### config.mk
export PLATFORM = sky130hd
export DESIGN_NAME = numeric_display_scan_flat
export DESIGN_NICKNAME = d
export VERILOG_FILES = /design/src/rtl/numeric_display_scan_if.sv /design/src/rtl/numeric_display_scan.sv /design/src/flat_wrapper.sv
export SDC_FILE = /design/constraint.sdc
export NUM_CORES = 1
export LEC_CHECK = 0
export BUFFER_PORTS_ARGS = -buffer_cell sky130_fd_sc_hd__buf_2
export CAP_MARGIN = 20
export CORE_ASPECT_RATIO = 0.6
export CORE_UTILIZATION = 35
export DETAILED_ROUTE_END_ITERATION = 6
export PLACE_DENSITY = 0.63
export SYNTH_ARGS = -nofsm -noshare
export SYNTH_HDL_FRONTEND = slang
export SYNTH_SLANG_ARGS = --single-unit
### constraint.sdc
create_clock -name CLK -period 3.8 [get_ports CLK]
set_input_delay 0.19 -clock CLK [delete_from_list [all_inputs] [get_ports CLK]]
set_output_delay 0.19 -clock CLK [all_outputs]
set_load 0.01 [all_outputs]
### src/rtl/numeric_display_scan_if.sv
// numeric_display_scan_if
// Groups the control, data and display-pin signals of numeric_display_scan.
//   master : drives EN/DATA/DP/COLON/BLANK_LZ/UPDATE, observes PINS/DIGIT_IDX/FRAME_DONE
//   slave  : the display scanner itself
// Signals:
//   EN         display enable
//   DATA[15:0] hex value, nibble k -> digit k (digit 0 rightmost)
//   DP[3:0]    decimal point per digit
//   COLON[1:0] colon/apostrophe indicators
//   BLANK_LZ   leading-zero suppression enable
//   UPDATE     one-cycle strobe capturing DATA/DP/COLON/BLANK_LZ into pending
//   PINS[13:0] [6:0] seg a..g, [7] dp, [11:8] commons 0..3, [13:12] colon
//   DIGIT_IDX  digit currently in its slot
//   FRAME_DONE pulse on the last cycle of digit 3's slot
interface numeric_display_scan_if;
  logic        EN;
  logic [15:0] DATA;
  logic [3:0]  DP;
  logic [1:0]  COLON;
  logic        BLANK_LZ;
  logic        UPDATE;
  logic [13:0] PINS;
  logic [1:0]  DIGIT_IDX;
  logic        FRAME_DONE;

  modport master (
    output EN, DATA, DP, COLON, BLANK_LZ, UPDATE,
    input  PINS, DIGIT_IDX, FRAME_DONE
  );

  modport slave (
    input  EN, DATA, DP, COLON, BLANK_LZ, UPDATE,
    output PINS, DIGIT_IDX, FRAME_DONE
  );
endinterface

### src/rtl/numeric_display_scan.sv
// numeric_display_scan
// Time-multiplexes a 4-digit multiplexed 7-segment display from a 16-bit hex
// value. Each digit gets a slot of DIV = C_CLK_FREQ_HZ/C_SCAN_HZ cycles; the
// first C_BLANK_CYCLES cycles of a slot keep all commons off (anti-ghosting)
// while the segments already carry the new pattern. The value is double
// buffered: UPDATE captures into a pending register, and the pending value is
// moved into the displayed shadow only at a frame start (digit 0, cycle 0).
// Ports:
//   CLK   clock
//   nRST  synchronous active-low reset
//   bus   numeric_display_scan_if.slave (inputs, PINS, DIGIT_IDX, FRAME_DONE)
module numeric_display_scan #(
  parameter int C_CLK_FREQ_HZ    = 10000000,
  parameter int C_SCAN_HZ        = 1000,
  parameter int C_BLANK_CYCLES   = 8,
  parameter bit C_SEG_ACTIVE_LOW = 1'b1,
  parameter bit C_DIG_ACTIVE_LOW = 1'b1
) (
  input logic                  CLK,
  input logic                  nRST,
  numeric_display_scan_if.slave bus
);

  localparam int DIV   = C_CLK_FREQ_HZ / C_SCAN_HZ;
  localparam int CNT_W = (DIV > 1) ? $clog2(DIV) : 1;
  localparam logic [CNT_W-1:0] CNT_LAST  = CNT_W'(DIV - 1);
  localparam logic [CNT_W-1:0] CNT_BLANK = CNT_W'(C_BLANK_CYCLES);
  localparam logic [CNT_W-1:0] CNT_ONE   = CNT_W'(1);
  localparam logic SEG_INV = C_SEG_ACTIVE_LOW;
  localparam logic DIG_INV = C_DIG_ACTIVE_LOW;
  localparam logic [13:0] PINS_OFF = {{2{SEG_INV}}, {4{DIG_INV}}, SEG_INV, {7{SEG_INV}}};

  // The slot must hold the blanking guard plus at least one driven cycle.
  if (DIV < 2 || DIV <= C_BLANK_CYCLES + 1) begin : g_bad_params
    $error("numeric_display_scan: slot length must exceed blanking guard + 1");
  end

  typedef enum logic [1:0] {ST_IDLE, ST_BLANK, ST_DRIVE} state_t;

  typedef struct packed {
    logic [15:0] data;
    logic [3:0]  dp;
    logic [1:0]  colon;
    logic        blank_lz;
  } disp_t;

  state_t           state_q, state_d;
  logic [CNT_W-1:0] cnt_q, cnt_d;
  logic [1:0]       digit_q, digit_d;
  logic             frame_done_q, frame_done_d;
  disp_t            pending_q, pending_d;
  logic             pending_valid_q, pending_valid_d;
  disp_t            shadow_q, shadow_d;
  logic [13:0]      pins_q, pins_d;

  logic       frame_start;
  logic [3:0] nibble;
  logic       suppress;
  logic [6:0] seg_on;
  logic       dp_on;
  logic [3:0] com_on;

  function automatic logic [6:0] hex_seg(input logic [3:0] n);
    case (n)
      4'h0: return 7'h3F;  4'h1: return 7'h06;  4'h2: return 7'h5B;  4'h3: return 7'h4F;
      4'h4: return 7'h66;  4'h5: return 7'h6D;  4'h6: return 7'h7D;  4'h7: return 7'h07;
      4'h8: return 7'h7F;  4'h9: return 7'h6F;  4'hA: return 7'h77;  4'hB: return 7'h7C;
      4'hC: return 7'h39;  4'hD: return 7'h5E;  4'hE: return 7'h79;  default: return 7'h71;
    endcase
  endfunction

  // Next-state logic. PINS are computed from the *next* state/counter/shadow
  // so the registered outputs line up with the state registers exactly.
  always_comb begin
    state_d         = state_q;
    cnt_d           = cnt_q;
    digit_d         = digit_q;
    pending_d       = pending_q;
    pending_valid_d = pending_valid_q;
    shadow_d        = shadow_q;
    frame_start     = 1'b0;

    if (!bus.EN) begin
      cnt_d   = '0;
      digit_d = 2'd0;
    end else if (state_q == ST_IDLE) begin
      cnt_d       = '0;
      digit_d     = 2'd0;
      frame_start = 1'b1;
    end else if (cnt_q == CNT_LAST) begin
      cnt_d       = '0;
      digit_d     = digit_q + 2'd1;
      frame_start = (digit_q == 2'd3);
    end else begin
      cnt_d = cnt_q + CNT_ONE;
    end

    if (!bus.EN) begin
      state_d = ST_IDLE;
    end else if (cnt_d < CNT_BLANK) begin
      state_d = ST_BLANK;
    end else begin
      state_d = ST_DRIVE;
    end

    // Shadow takes the value pending before this edge; an UPDATE arriving on
    // the same edge lands in pending and waits for the following frame.
    if (frame_start && pending_valid_q) begin
      shadow_d        = pending_q;
      pending_valid_d = 1'b0;
    end
    if (bus.UPDATE) begin
      pending_d.data     = bus.DATA;
      pending_d.dp       = bus.DP;
      pending_d.colon    = bus.COLON;
      pending_d.blank_lz = bus.BLANK_LZ;
      pending_valid_d    = 1'b1;
    end

    frame_done_d = (state_d != ST_IDLE) && (digit_d == 2'd3) && (cnt_d == CNT_LAST);

    nibble = shadow_d.data[{digit_d, 2'b00} +: 4];
    case (digit_d)
      2'd1:    suppress = shadow_d.blank_lz && (shadow_d.data[15:4] == 12'h000);
      2'd2:    suppress = shadow_d.blank_lz && (shadow_d.data[15:8] == 8'h00);
      2'd3:    suppress = shadow_d.blank_lz && (shadow_d.data[15:12] == 4'h0);
      default: suppress = 1'b0;
    endcase
    seg_on = suppress ? 7'h00 : hex_seg(nibble);
    dp_on  = suppress ? 1'b0 : shadow_d.dp[digit_d];
    com_on = (state_d == ST_DRIVE) ? (4'b0001 << digit_d) : 4'b0000;

    if (state_d == ST_IDLE) begin
      pins_d = PINS_OFF;
    end else begin
      pins_d = {shadow_d.colon ^ {2{SEG_INV}}, com_on ^ {4{DIG_INV}},
                dp_on ^ SEG_INV, seg_on ^ {7{SEG_INV}}};
    end
  end

  // Single register bank for the FSM, counters, buffers and all outputs.
  always_ff @(posedge CLK) begin
    if (!nRST) begin
      state_q         <= ST_IDLE;
      cnt_q           <= '0;
      digit_q         <= 2'd0;
      frame_done_q    <= 1'b0;
      pending_q       <= '0;
      pending_valid_q <= 1'b0;
      shadow_q        <= '0;
      pins_q          <= PINS_OFF;
    end else begin
      state_q         <= state_d;
      cnt_q           <= cnt_d;
      digit_q         <= digit_d;
      frame_done_q    <= frame_done_d;
      pending_q       <= pending_d;
      pending_valid_q <= pending_valid_d;
      shadow_q        <= shadow_d;
      pins_q          <= pins_d;
    end
  end

  assign bus.PINS       = pins_q;
  assign bus.DIGIT_IDX  = digit_q;
  assign bus.FRAME_DONE = frame_done_q;

endmodule

### src/flat_wrapper.sv
// flat-port wrapper written by rule: the top's interface ports become plain ports
module numeric_display_scan_flat 
#(
  parameter int C_CLK_FREQ_HZ    = 10000000,
  parameter int C_SCAN_HZ        = 1000,
  parameter int C_BLANK_CYCLES   = 8,
  parameter bit C_SEG_ACTIVE_LOW = 1'b1,
  parameter bit C_DIG_ACTIVE_LOW = 1'b1
)
  (CLK, nRST, bus_EN, bus_DATA, bus_DP, bus_COLON, bus_BLANK_LZ, bus_UPDATE, bus_PINS, bus_DIGIT_IDX, bus_FRAME_DONE);
  numeric_display_scan_if bus_i ();
  input logic CLK;
  input logic nRST;
  input wire logic [$bits(bus_i.EN)-1:0] bus_EN;
  input wire logic [$bits(bus_i.DATA)-1:0] bus_DATA;
  input wire logic [$bits(bus_i.DP)-1:0] bus_DP;
  input wire logic [$bits(bus_i.COLON)-1:0] bus_COLON;
  input wire logic [$bits(bus_i.BLANK_LZ)-1:0] bus_BLANK_LZ;
  input wire logic [$bits(bus_i.UPDATE)-1:0] bus_UPDATE;
  output wire logic [$bits(bus_i.PINS)-1:0] bus_PINS;
  output wire logic [$bits(bus_i.DIGIT_IDX)-1:0] bus_DIGIT_IDX;
  output wire logic [$bits(bus_i.FRAME_DONE)-1:0] bus_FRAME_DONE;
  assign bus_i.EN = bus_EN;
  assign bus_i.DATA = bus_DATA;
  assign bus_i.DP = bus_DP;
  assign bus_i.COLON = bus_COLON;
  assign bus_i.BLANK_LZ = bus_BLANK_LZ;
  assign bus_i.UPDATE = bus_UPDATE;
  assign bus_PINS = bus_i.PINS;
  assign bus_DIGIT_IDX = bus_i.DIGIT_IDX;
  assign bus_FRAME_DONE = bus_i.FRAME_DONE;
  numeric_display_scan #(.C_CLK_FREQ_HZ(C_CLK_FREQ_HZ), .C_SCAN_HZ(C_SCAN_HZ), .C_BLANK_CYCLES(C_BLANK_CYCLES), .C_SEG_ACTIVE_LOW(C_SEG_ACTIVE_LOW), .C_DIG_ACTIVE_LOW(C_DIG_ACTIVE_LOW)) u_core (.CLK(CLK), .nRST(nRST), .bus(bus_i));
endmodule
==> out/results.ini <==
[sta]
fin_setup_tns_ns = 0
period_needed_ns = 3.46
hold_violations = 0
worst_slack_ns = 0.339
worst_pin_slew_ns = 0.771
rsz0062_at_grt = false
drv_slew = 0
relSlewSlack = 0.479
setup_viol = 0
period_share = 0.911
max_freq_mhz = 289
clock_skew_ns = 0.00687

[pwr]
p_per_area_nw_per_um2 = 419
p_leak_nw = 1.69
peakVddDrop_v = 0.000207
power.total_mw = 1.90

[routing]
dr.pass1.iters = 5
drcViolationCount = 0
drt_wl_total_mm = 9.68
wire_per_inst_um = 16.1
detail_route.vias_per_cell = 5.44
via_count = 3263
antenna_left = 0
drt_iter0_markers = 207

[floorplan]
die_height_um = 83.2
ios = 44
dieArea_um2 = 11400
std_cell_rows = 29
initial_utilization = 0.362
core_um2 = 10600
die_x_um = 137

[clock_network]
clk_latency_ns = 0.34
cts_hold_buf = 0
cts_setup_buffers = 0
h-tree-depth = 3
cts.clk_slew.worst_paths_ns = 0.06
cts_buffers = 9
cts.repair.resized = 0
clock-sinks = 80
cts_tree = yes
cts-root-buf = clkbuf_16
clockBufferDepth = 2

[critical_path]
crit_slowest_cell = or4_4
cp_slowest_stage_delay_ns = 0.62
worstPathCellList = or4b_4 -> or4_4 -> and3_4 -> o21ai_1 -> nor2_1 -> nor4_1 -> buf_4 -> inv_1 -> ha_1 -> inv_1 -> a21oi_1 -> a21oi_1 -> o221ai_1
startpoint_type = flop
critPathRequiredTime_ns = 4.01
cp.arrival_ns = 3.67
path_max_fanout = 9
path_class = reg2reg
end_kind = flop

[placed_design]
dp_hpwl_mm = 7.19
gp_routability_congestion = 0.896
placed_area_um2 = 4220
dp_slack_ns = 0.396
dpl.cell_count = 584
port_buffers = 43

[logic_synthesis]
yosys_warnings = 0
syn-num-nets = 450
synth_top_area_frac = 0.417
netlist_area_um2 = 3840
synth_edf_count = 0
syn_area_per_cell_um2 = 9.26
synth_ff_type = dfxtp_1
yosysSeqAreaShare = 0.417
ys_top_cells_by_area = dfxtp_1 42%, mux2i_1 9.4%, nor2b_1 7.3%
yosys-top-cells-count = 80 x dfxtp_1, 45 x nor2b_1, 36 x mux2i_1, 28 x nor2_1, 22 x nand2_1
synth_seq_cells = 80
yosysTopAreaCell = dfxtp_1
yosysUniqueCellTypes = 57
async_flop_share = 0
post-synth-top-count-cell = dfxtp_1
synthCells = 415

[final_layout]
design_area_um2 = 4520
drive_gt1_frac = 0.178
fin_nets = 491
regArea_um2 = 1600
syn_to_final_growth_pct = 17.6
n_antenna_cell = 0
multi_input_area_um2 = 2110
fillerInstances = 1056
final_cells = 600

[run_status]
status = complete, no violations

[global_route]
grt_max_degree = 55
grt_pass1_wl_mm = 15.4
grtUsageTotal = 0.177
antenna_found_initial = 0
grt_pass1_vias = 2907
overflow = 0

[flow_run]
maxCapViolCount = 0

[min_path]
hp-class = in2reg

## kinds of logic (layout without fill, tap and decap cells)
logic type / after synthesis / count (layout) / synth area share
buf+inv: 31 / 77 / 0.0351
mux: 41 / 41 / 0.108
compound gates: 75 / 75 / 0.141
fa+ha+maj: 8 / 8 / 0.0260
simple gates: 165 / 165 / 0.239
xor+xnor: 15 / 15 / 0.0342
flops: 80 / 80 / 0.417
## critical path, delay by kind of cell (launching register included)
family	cells	cell delay, ns
adders and majority gates	1	0.19
DFF	1	0.39
buffers and inverters	3	0.34
and+or+nand+nor	5	1.82
AOI/OAI and AO/OA	4	0.58
## report_power, final
part	leakage [nW]	internal [mW]	switching, mW
combinational	0.895	0.0615	0.0676
clock	0.147	0.516	0.367
sequential	0.652	0.864	0.0205
total	1.69	1.44	0.455
## cells in the final DEF, fill, tap and decap left out, types with 3 or more instances in the layout
| cell | n |
|---|---|
| a211o_1 | 5 |
| a211oi_1 | 3 |
| a21boi_0 | 5 |
| a21oi_1 | 11 |
| a221oi_1 | 4 |
| a22oi_1 | 3 |
| a31oi_1 | 3 |
| and2_1 | 10 |
| and3_1 | 8 |
| buf_2 | 43 |
| buf_4 | 9 |
| clkbuf_16 | 9 |
| dfxtp_1 | 80 |
| ha_1 | 8 |
| inv_1 | 8 |
| inv_6 | 3 |
| mux2_2 | 5 |
| mux2i_1 | 36 |
| nand2_1 | 22 |
| nand3_1 | 13 |
| nand4_1 | 5 |
| nor2_1 | 28 |
| nor2b_1 | 45 |
| nor3_1 | 9 |
| nor4_1 | 7 |
| nor4b_1 | 3 |
| o211ai_1 | 5 |
| o21a_1 | 4 |
| o21ai_0 | 8 |
| o221ai_1 | 3 |
| o22ai_1 | 3 |
| xnor2_1 | 8 |
| xor2_1 | 7 |
## per-stage QoR
stage,hold slack (ns),util
6_report,0.105,0.425
5_1_grt,0.108,0.425
4_1_cts,0.0936,0.425
3_5_place_dp,0.458,0.397
3_3_place_gp,0.442,0.397
2_1_floorplan,0.359,-
## routing by layer
metal | vias up | track usage | wire (µm)
li1 | 1574 | - | -
met1 | 1530 | 0.279 | 5070
met2 | 149 | 0.214 | 3530
met3 | 10 | 0.0623 | 975
met4 | 0 | 0.0579 | 105
met5 | - | 0 | 0
## sequential cells by signal (all words and copies together), names as in the netlist
| register | cells |
|---|---|
| u_core.pending_valid_q | 1 |
| u_core.state_q | 2 |
| u_core.pending_q | 23 |
| u_core.bus.PINS | 14 |
| u_core.bus.FRAME_DONE | 1 |
| u_core.shadow_q | 23 |
| u_core.bus.DIGIT_IDX | 2 |
| u_core.cnt_q | 14 |
## path summary, 6_finish.rpt
path / startpoint / to / slack [ns] / cells past startpoint
setup / recovery: u_core.cnt_q[11] / u_core.bus.PINS[6] / 0.34 / 13
hold / removal: bus_DATA[14] / u_core.pending_q[21] / 0.11 / 3
setup reg to reg: u_core.cnt_q[11] / u_core.bus.PINS[6] / 0.34 / 13
hold reg to reg: u_core.cnt_q[0] / u_core.cnt_q[0] / 0.49 / 1
## area by class of cell
cell class,instances,area share
Inverter,8,0.00664
Clock inverter,7,0.0172
Clock buffer,9,0.0498
Multi-Input combinational cell,304,0.467
Sequential cell,80,0.354
Timing Repair Buffer,53,0.0669
Tap cell,139,0.0385
Power figures use the tool's default switching activity.
